### src/rtl/proc_ctrl_pkg.sv
// Shared types for the processor execution controller.
package proc_ctrl_pkg;

   // Controller states. The encoding is shown directly on the board LEDs.
   typedef enum logic [1:0] {
      HALT = 2'd0,
      STEP = 2'd1,
      RUN  = 2'd2,
      BRK  = 2'd3
   } ctrl_state_t;

endpackage

### src/rtl/btn_debounce.sv
// Button conditioner: a 2-FF synchronizer, then a debouncer that accepts a
// new level only after DEBOUNCE_CYCLES consecutive samples that differ from
// the accepted level. It emits a one-cycle press pulse on an accepted 0->1 edge.
module btn_debounce #(
   parameter int DEBOUNCE_CYCLES = 1_000_000
) (
   input  logic clk,
   input  logic reset,
   input  logic btn_i,
   output logic press_o
);

   localparam int CNT_W = (DEBOUNCE_CYCLES > 1) ? $clog2(DEBOUNCE_CYCLES) : 1;
   localparam logic [CNT_W-1:0] CNT_MAX = CNT_W'(DEBOUNCE_CYCLES - 1);

   logic             sync1_q;
   logic             sync2_q;
   logic             level_q;
   logic             level_d;
   logic [CNT_W-1:0] cnt_q;
   logic [CNT_W-1:0] cnt_d;
   logic             press_q;
   logic             press_d;

   // Bring the raw asynchronous button into the clock domain.
   always_ff @(posedge clk or posedge reset) begin
      if (reset) begin
         sync1_q <= 1'b0;
         sync2_q <= 1'b0;
      end else begin
         sync1_q <= btn_i;
         sync2_q <= sync1_q;
      end
   end

   // Count differing samples; any sample equal to the accepted level restarts
   // the count, so bouncing never reaches the acceptance threshold.
   always_comb begin
      cnt_d   = cnt_q;
      level_d = level_q;
      press_d = 1'b0;
      if (sync2_q == level_q) begin
         cnt_d = '0;
      end else if (cnt_q == CNT_MAX) begin
         cnt_d   = '0;
         level_d = sync2_q;
         press_d = sync2_q;
      end else begin
         cnt_d = cnt_q + CNT_W'(1);
      end
   end

   // Debounce state and the registered press pulse.
   always_ff @(posedge clk or posedge reset) begin
      if (reset) begin
         cnt_q   <= '0;
         level_q <= 1'b0;
         press_q <= 1'b0;
      end else begin
         cnt_q   <= cnt_d;
         level_q <= level_d;
         press_q <= press_d;
      end
   end

   assign press_o = press_q;

endmodule

### src/rtl/proc_step_ctrl.sv
// Execution controller for the single-cycle core: generates a one-cycle clock
// enable for halt, single-step, slow continuous run and PC breakpoint modes.
module proc_step_ctrl
   import proc_ctrl_pkg::*;
#(
   parameter int DEBOUNCE_CYCLES = 1_000_000,
   parameter int RATE_DIV        = 5_000_000
) (
   input  logic        clk,
   input  logic        reset,
   input  logic        btn_step,
   input  logic        btn_run,
   input  logic        brk_en,
   input  logic [31:0] brk_pc,
   input  logic [31:0] pc,
   output logic        cpu_en,
   output logic        halted,
   output logic        at_brk,
   output logic [1:0]  state,
   output logic [31:0] instr_count
);

   localparam int DIV_W = (RATE_DIV > 1) ? $clog2(RATE_DIV) : 1;
   localparam logic [DIV_W-1:0] DIV_MAX = DIV_W'(RATE_DIV - 1);

   ctrl_state_t       state_q;
   ctrl_state_t       state_d;
   logic [DIV_W-1:0]  div_q;
   logic [DIV_W-1:0]  div_d;
   logic              skip_q;
   logic              skip_d;
   logic [31:0]       instr_count_q;
   logic [31:0]       instr_count_d;
   logic              issue_en;
   logic              step_press;
   logic              run_press;
   logic              tick;
   logic              brk_hit;

   btn_debounce #(.DEBOUNCE_CYCLES(DEBOUNCE_CYCLES)) u_step_btn (
      .clk     (clk),
      .reset   (reset),
      .btn_i   (btn_step),
      .press_o (step_press)
   );

   btn_debounce #(.DEBOUNCE_CYCLES(DEBOUNCE_CYCLES)) u_run_btn (
      .clk     (clk),
      .reset   (reset),
      .btn_i   (btn_run),
      .press_o (run_press)
   );

   assign tick    = (state_q == RUN) && (div_q == DIV_MAX);
   assign brk_hit = brk_en && (pc == brk_pc) && !skip_q;

   // Next-state logic. The divider only advances in RUN and sits at zero
   // elsewhere, so every RUN entry starts a fresh period. Run presses beat
   // step presses and also beat a coinciding tick or breakpoint.
   always_comb begin
      state_d       = state_q;
      div_d         = '0;
      skip_d        = skip_q;
      issue_en      = 1'b0;
      unique case (state_q)
         HALT: begin
            if (run_press) begin
               state_d = RUN;
            end else if (step_press) begin
               state_d = STEP;
            end
         end
         STEP: begin
            issue_en = 1'b1;
            state_d  = HALT;
         end
         RUN: begin
            div_d = tick ? '0 : div_q + DIV_W'(1);
            if (run_press) begin
               state_d = HALT;
            end else if (tick) begin
               if (brk_hit) begin
                  state_d = BRK;
               end else begin
                  issue_en = 1'b1;
                  skip_d   = 1'b0;
               end
            end
         end
         BRK: begin
            if (run_press) begin
               state_d = RUN;
               skip_d  = 1'b1;
            end else if (step_press) begin
               state_d = STEP;
            end
         end
         default: state_d = HALT;
      endcase
      instr_count_d = issue_en ? instr_count_q + 32'd1 : instr_count_q;
   end

   // Architectural controller state.
   always_ff @(posedge clk or posedge reset) begin
      if (reset) begin
         state_q       <= HALT;
         div_q         <= '0;
         skip_q        <= 1'b0;
         instr_count_q <= '0;
      end else begin
         state_q       <= state_d;
         div_q         <= div_d;
         skip_q        <= skip_d;
         instr_count_q <= instr_count_d;
      end
   end

   assign cpu_en      = issue_en;
   assign halted      = (state_q != RUN);
   assign at_brk      = (state_q == BRK);
   assign state       = state_q;
   assign instr_count = instr_count_q;

endmodule

### config.mk
export PLATFORM = sky130hd
export DESIGN_NAME = proc_step_ctrl
export DESIGN_NICKNAME = d
export VERILOG_FILES = /design/src/rtl/proc_ctrl_pkg.sv /design/src/rtl/btn_debounce.sv /design/src/rtl/proc_step_ctrl.sv
export SDC_FILE = /design/constraint.sdc
export NUM_CORES = 1
export LEC_CHECK = 0
export BUFFER_PORTS_ARGS = -buffer_cell sky130_fd_sc_hd__buf_4
export CAP_MARGIN = 0
export CORE_ASPECT_RATIO = 2
export CORE_MARGIN = 2
export CORE_UTILIZATION = 45
export CTS_BUF_LIST = sky130_fd_sc_hd__clkbuf_4
export DETAILED_ROUTE_END_ITERATION = 16
export GPL_ROUTABILITY_DRIVEN = 0
export GPL_TIMING_DRIVEN = 1
export PLACE_DENSITY = 0.77
export SYNTH_ARGS = -nofsm -noshare
export SYNTH_HDL_FRONTEND = slang
export SYNTH_SLANG_ARGS = --single-unit
### constraint.sdc
create_clock -name clk -period 4.8 [get_ports clk]
set_input_delay 0 -clock clk [delete_from_list [all_inputs] [get_ports clk]]
set_output_delay 0 -clock clk [all_outputs]
set_load 0.05 [all_outputs]
==> flow_summary_export.csv, run 1 <==
group,metric,value,unit
global_route,grt_first_pass_wirelength,20.8,mm
sta,finalWorstSetupSlack,1810,ps
floorplanning,fp.dieH,158,µm
clock_tree,cts_tree,"yes",
floorplanning,die_x,81.1,µm
synth,synth.largest_area_cell,"dfrtp_1",
floorplanning,num_rows,56,
synth,synth_top_cell_area_share,49.5,%
finish,nNetsFinal,720,
routing,drc,0,
clock_tree,root_buffer,"clkbuf_4",
worst_setup_path,critical_path.cell_chain,"or4b_1, nor4_2, nand4_2, nor4_2, a21o_2, buf_4",
routing,dr_total_vias,4194,
worst_setup_path,crit_type,"reg -> out",
synth,yosys_warnings,0,
synth,syn-cell-area,0.00536,mm²
worst_setup_path,critical_path.max_fanout,33,
power,peakVddDrop,0.242,mV
global_route,overflow,0,
worst_setup_path,crit_required,4800,ps
sta,tns,0,ps
global_route,first_global_vias,4449,
clock_tree,cts.sinks,106,
routing,firstDrtPassIters,4,
finish,drive_gt1_share,20.5,%
worst_setup_path,cp_slowest_cell,"or4b_1",
clock_tree,cts_max_path_buffers,2,
sta,maxSlewHeadroom,42.8,%
global_route,grt_usage,21.0,%
power,power_density,233,mW/mm²
floorplanning,coreArea,0.0117,mm²
placement,dpl.hpwl,9.26,mm
clock_tree,clk_pin_slew,160,ps
floorplanning,die-area,0.0128,mm²
routing,wl,12.1,mm
finish,n_fill_cell,991,
sta,fin_skew,14.1,ps
clock_tree,cts_made_buffers,9,
sta,drv_slew,0,
worst_setup_path,worst_setup_path_start_kind,"flop",
routing,wl_per_cell,15.3,µm
worst_setup_path,cp_common_cell,"nor4_2",
job,cap_violations,0,
synth,syn_avg_cell_area,10.0,µm²
hold_path,min_path_type,"in -> async",
finish,multi_input_area,0.00260,mm²
sta,min_period,2990,ps
worst_setup_path,arrival,2990,ps
status,outcome,"completed",
finish,design_area,0.00646,mm²
clock_tree,clk_latency,470,ps
routing,drtIter0Drc,217,
routing,viasPerCell,5.28,
global_route,antenna_found_initial,1,
synth,synth_seq_cells,106,
synth,synth_nets,610,
finish,syn_to_final_growth,20.7,%
placement,port_buffers,105,
routing,route.antenna.remaining_nets,0,
synth,synth_area_leaders,"dfrtp_1, xnor2_1, xor2_1",
placement,placed_area,0.00628,mm²
placement,dp.cells,774,
clock_tree,h-tree-depth,3,
sta,hold_viol,0,
sta,setup_viol,0,
power,leakage,2.80,nW
synth,synthCells,533,
finish,fin_cells,794,
worst_setup_path,endpoint_kind,"primary output",
global_route,grt_max_degree,55,
sta,rsz0062_at_grt,"no",
floorplanning,start_util,45.8,%
sta,finalCritPeriodShare,62.2,%
clock_tree,post_cts_resized,0,
worst_setup_path,cp_top_family,"simple AND/OR/NAND/NOR gates",
synth,seq_area_frac_synth,49.5,%
sta,tightest_slew,856,ps
synth,ys_types,39,
floorplanning,num_io_pins,106,
placement,preCtsSetupSlack,2070,ps
worst_setup_path,critical_path.max_stage_delay,550,ps
sta,hold_slack,158,ps
sta,fmax,335,MHz
finish,regArea,0.00265,mm²
worst_setup_path,cp_num_buf_inv,1,
cell usage after synthesis, drive strengths merged:
master	instances
nor4b	8
and2	3
dfrtp	106
a21oi	4
mux2	3
nand2	40
mux2i	3
and3	18
nand3b	1
nor2b	3
o21ai	3
nand4b	1
ha	8
nand4	26
and3b	2
nor2	81
or2	2
or4b	1
nor4	6
nor3b	5
nor3	12
a211o	1
and4	1
xor2	40
o41ai	1
o22ai	1
nand3	47
xnor2	80
a21o	1
buf	4
or3	2
inv	12
nand2b	1
clkbuf	6
metal layers:
| layer | up-vias | part of all wire, % | global-route usage [%] |
|---|---|---|---|
| li1 | 2022 | - | - |
| met1 | 2087 | 36 | 23.0 |
| met2 | 65 | 59 | 39.3 |
| met3 | 20 | 2.3 | 3.97 |
| met4 | 0 | 2.2 | 6.94 |
| met5 | - | 0 | 0 |
layout by cell type (no fill, tap or decap), drive strengths merged, types with 2 or more instances in the layout:
master,netlist,final
ha,8,8
nand2,40,40
and3,18,18
bufinv,0,2
mux2i,3,3
nor3,12,12
xnor2,80,80
inv,12,12
dfrtp,106,106
nand4,26,26
and2,3,3
buf,4,106
nor4,6,6
nor4b,8,8
and3b,2,2
clkbuf,6,9
nor2b,3,3
or3,2,2
xor2,40,40
or2,2,2
mux2,3,3
dlygate4sd3,0,3
nor3b,5,5
o21ai,3,3
clkinv,0,5
a21oi,4,4
nand3,47,47
nor2,81,81
power by group:
group | switching, W | total, W | internal [W]
clock network | 0.000285 | 0.000491 | 0.000206
registers | 0.00000526 | 0.000904 | 0.000899
logic | 0.0000486 | 0.000109 | 0.0000606
registers in the layout, summed over array words and instances, names as in the netlist:
register and count:
u_step_btn.level_q 1, u_step_btn.press_o 1, u_step_btn.sync1_q 1, u_run_btn.sync2_q 1
u_run_btn.cnt_q 20, u_step_btn.sync2_q 1, u_step_btn.cnt_q 20, div_q 23
u_run_btn.press_o 1, u_run_btn.level_q 1, skip_q 1, instr_count 32
state 2, u_run_btn.sync1_q 1
worst min-delay path, delay by kind of cell:
family                 cells  cell delay [ps]
buffers and inverters      3             1130
logic make-up after synthesis:
kind of cell	share of synthesized area (%)
flip-flops	49.5
XOR/XNOR	19.6
multiplexers	1.19
adder cells (fa/ha/maj)	1.87
AO/OA/AOI/OAI	1.26
buffers and inverters	1.89
AND/OR/NAND/NOR	24.6
per-stage QoR:
stage          power (W)  utilization [%]
6_report         0.00150             55.2
5_1_grt          0.00156             55.2
4_1_cts          0.00152             55.2
3_5_place_dp     0.00103             53.7
3_3_place_gp     0.00102             53.7
2_1_floorplan   0.000968                -
what timing repair did:
action | 4_1_cts | 5_1_grt
hold endpoints to repair | 55 | 0
setup buffers | 0 | 0
hold buffers | 3 | 0
area by class of cell:
class	count	share of cell area, %
Inverter	12	0.736
Clock buffer	9	1.05
Timing Repair Buffer	109	12.8
Clock inverter	7	1.30
Antenna cell	1	0.0387
Tap cell	145	2.81
Multi-Input combinational cell	405	40.3
Sequential cell	106	41.0
worst paths after layout:
check / from / to / slack, ps / cells past startpoint
setup / recovery: div_q[12]$_DFF_PP0_ / cpu_en / 1810 / 6
hold / removal: reset / instr_count[5]$_DFFE_PP0P_ / 160 / 3
setup reg to reg: div_q[12]$_DFF_PP0_ / instr_count[20]$_DFFE_PP0P_ / 2080 / 7
hold reg to reg: u_step_btn.sync1_q$_DFF_PP0_ / u_step_btn.sync2_q$_DFF_PP0_ / 370 / 0
max in group asynchronous: reset / state[0]$_DFFE_PP0P_ / 3510 / 4
min in group clk: btn_run / u_run_btn.sync1_q$_DFF_PP0_ / 170 / 2
(Power assumes the default switching activity.)
==> run 2, diff against run 1 <==
==> constraint.sdc (replaced) <==
create_clock -name clk -period 2.8 [get_ports clk]
set_input_delay 0 -clock clk [delete_from_list [all_inputs] [get_ports clk]]
set_output_delay 0 -clock clk [all_outputs]
set_load 0.05 [all_outputs]
==> run 2 against run 1 <==
  * Utilization grew 1.1 points
  * Combinational power up 74%
  * First-iteration DRC count shrank 11%
  * Sequential share of layout area decreased by 0.83 points
  * Critical endpoint unchanged
  * Largest cell class unchanged
==> flow_summary_export.csv, run 2 (synthesis results as in run 1) <==
group,metric,value,unit
status,outcome,"completed",
clock_tree,clk_latency,470,ps
sta,hold_slack,54.1,ps
clock_tree,root_buffer,"clkbuf_4",
hold_path,min_path_type,"in -> async",
clock_tree,cts_tree,"yes",
sta,tightest_slew,618,ps
power,peakVddDrop,0.278,mV
clock_tree,cts_made_buffers,9,
worst_setup_path,crit_required,2800,ps
clock_tree,clk_pin_slew,160,ps
sta,hold_viol,0,
worst_setup_path,startpoint,"div_q[12]$_DFF_PP0_",
worst_setup_path,endpoint_kind,"primary output",
routing,drc,0,
finish,nNetsFinal,730,
clock_tree,cts_max_path_buffers,2,
placement,dp.cells,778,
job,cap_violations,0,
worst_setup_path,crit_type,"reg -> out",
clock_tree,cts.sinks,106,
global_route,antenna_found_initial,1,
routing,wl_per_cell,15.1,µm
floorplanning,num_rows,56,
worst_setup_path,reg2regPathDepth,9,
sta,fmax,374,MHz
global_route,first_global_vias,4600,
global_route,grt_max_degree,80,
finish,drive_gt1_share,21.9,%
finish,final_common_cell,"buf_4",
sta,fin_skew,20.6,ps
routing,wl,12.1,mm
sta,maxSlewHeadroom,58.7,%
routing,drtIter0Drc,193,
floorplanning,coreArea,0.0117,mm²
worst_setup_path,rrSetupSlack,260,ps
worst_setup_path,crit-reg2reg-launch,"div_q[12]$_DFF_PP0_",
power,power_density,382,mW/mm²
floorplanning,num_io_pins,106,
sta,drv_slew,0,
finish,fin_cells,804,
worst_setup_path,arrival,2670,ps
floorplanning,die_x,81.1,µm
routing,firstDrtPassIters,4,
sta,min_period,2670,ps
finish,syn_to_final_growth,23.1,%
floorplanning,fp.dieH,158,µm
global_route,grt_usage,20.8,%
placement,port_buffers,105,
global_route,overflow,0,
finish,largest_reg_flops,32,
finish,finish.utilization,56.4,%
routing,viasPerCell,5.29,
placement,dpl.hpwl,9.07,mm
power,total_power,0.00252,W
clock_tree,h-tree-depth,3,
worst_setup_path,worst_setup_path_start_kind,"flop",
floorplanning,start_util,45.8,%
worst_setup_path,reg2reg_to,"instr_count[28]$_DFFE_PP0P_",
global_route,grt_first_pass_wirelength,20.9,mm
power,leakage,2.85,nW
routing,dr_total_vias,4253,
sta,setup_viol,0,
finish,most-common-layout-cells,"buf_4, dfrtp_1, nor2_1, xnor2_1, nand3_1",
floorplanning,die-area,0.0128,mm²
sta,tns,0,ps
worst_setup_path,critical_path.max_fanout,17,
routing,route.antenna.remaining_nets,0,
sta,finalCritPeriodShare,95.4,%
worst_setup_path,endpoint,"cpu_en",
[run 2: cell types whose count changed in the layout (fill, tap and decap cells not counted), sizes merged]
cell and delta:
clkinvlp +3, clkinv -2, bufinv -1, clkbuf +1, buf +9
[run 2: worst min path at each step]
stage / start / end / slack (ps)
floorplan: btn_run / u_run_btn.sync1_q$_DFF_PP0_ / 30
global placement: reset / u_run_btn.cnt_q[4]$_DFF_PP0_ / 3
detailed placement: reset / u_run_btn.cnt_q[3]$_DFF_PP0_ / 10
CTS: reset / u_run_btn.cnt_q[4]$_DFF_PP0_ / 40
global route: reset / u_run_btn.cnt_q[4]$_DFF_PP0_ / 40
finish: reset / u_run_btn.cnt_q[11]$_DFF_PP0_ / 50
[run 2: final cells by class]
class | instances | area [µm²]
clock buffers | 9 | 67.6
well taps | 145 | 181
diodes | 1 | 2.50
inverters | 12 | 47.5
fillers | 1035 | 5100
multi-input cells | 405 | 2620
repair buffers | 119 | 951
flip-flops and latches | 106 | 2650
clock inverters | 7 | 70.1
[run 2: power breakdown]
part / internal [W] / switching, W
Sequential: 0.00154 / 0.00000889
Clock: 0.000269 / 0.000511
Combinational: 0.000106 / 0.0000838
Total: 0.00192 / 0.000604
[run 2: worst max-delay path: stages, from the launching register on]
cell	delay (ps)
dfrtp_1	440
or4b_4	560
nor4_4	190
nand4_2	200
nor4_4	310
a21o_2	200
buf_12	150
buf_8	150
[run 2: timing repair]
action                                  CTS  global route
hold buffers                              3             0
buffers inserted                          0             5
hold endpoints to repair                108             0
endpoints found under the setup margin    0             1
gates resized for setup                   0             5
[run 2: metal layers]
metal  GRT usage (%)  vias up  wire length (µm)
met3            3.17       22               331
met5               0        -                 0
met4            8.39        0               281
li1                -     2044                 -
met2            38.3       78              7040
met1            23.2     2109              4480
[run 2: metrics by stage]
stage | cell area [µm²] | worst slack, ps
2_1_floorplan | 5360 | 11.1
3_3_place_gp | 6330 | 445
3_5_place_dp | 6330 | 373
4_1_cts | 6500 | 89.6
5_1_grt | 6600 | -49.0
6_report | 6600 | 128
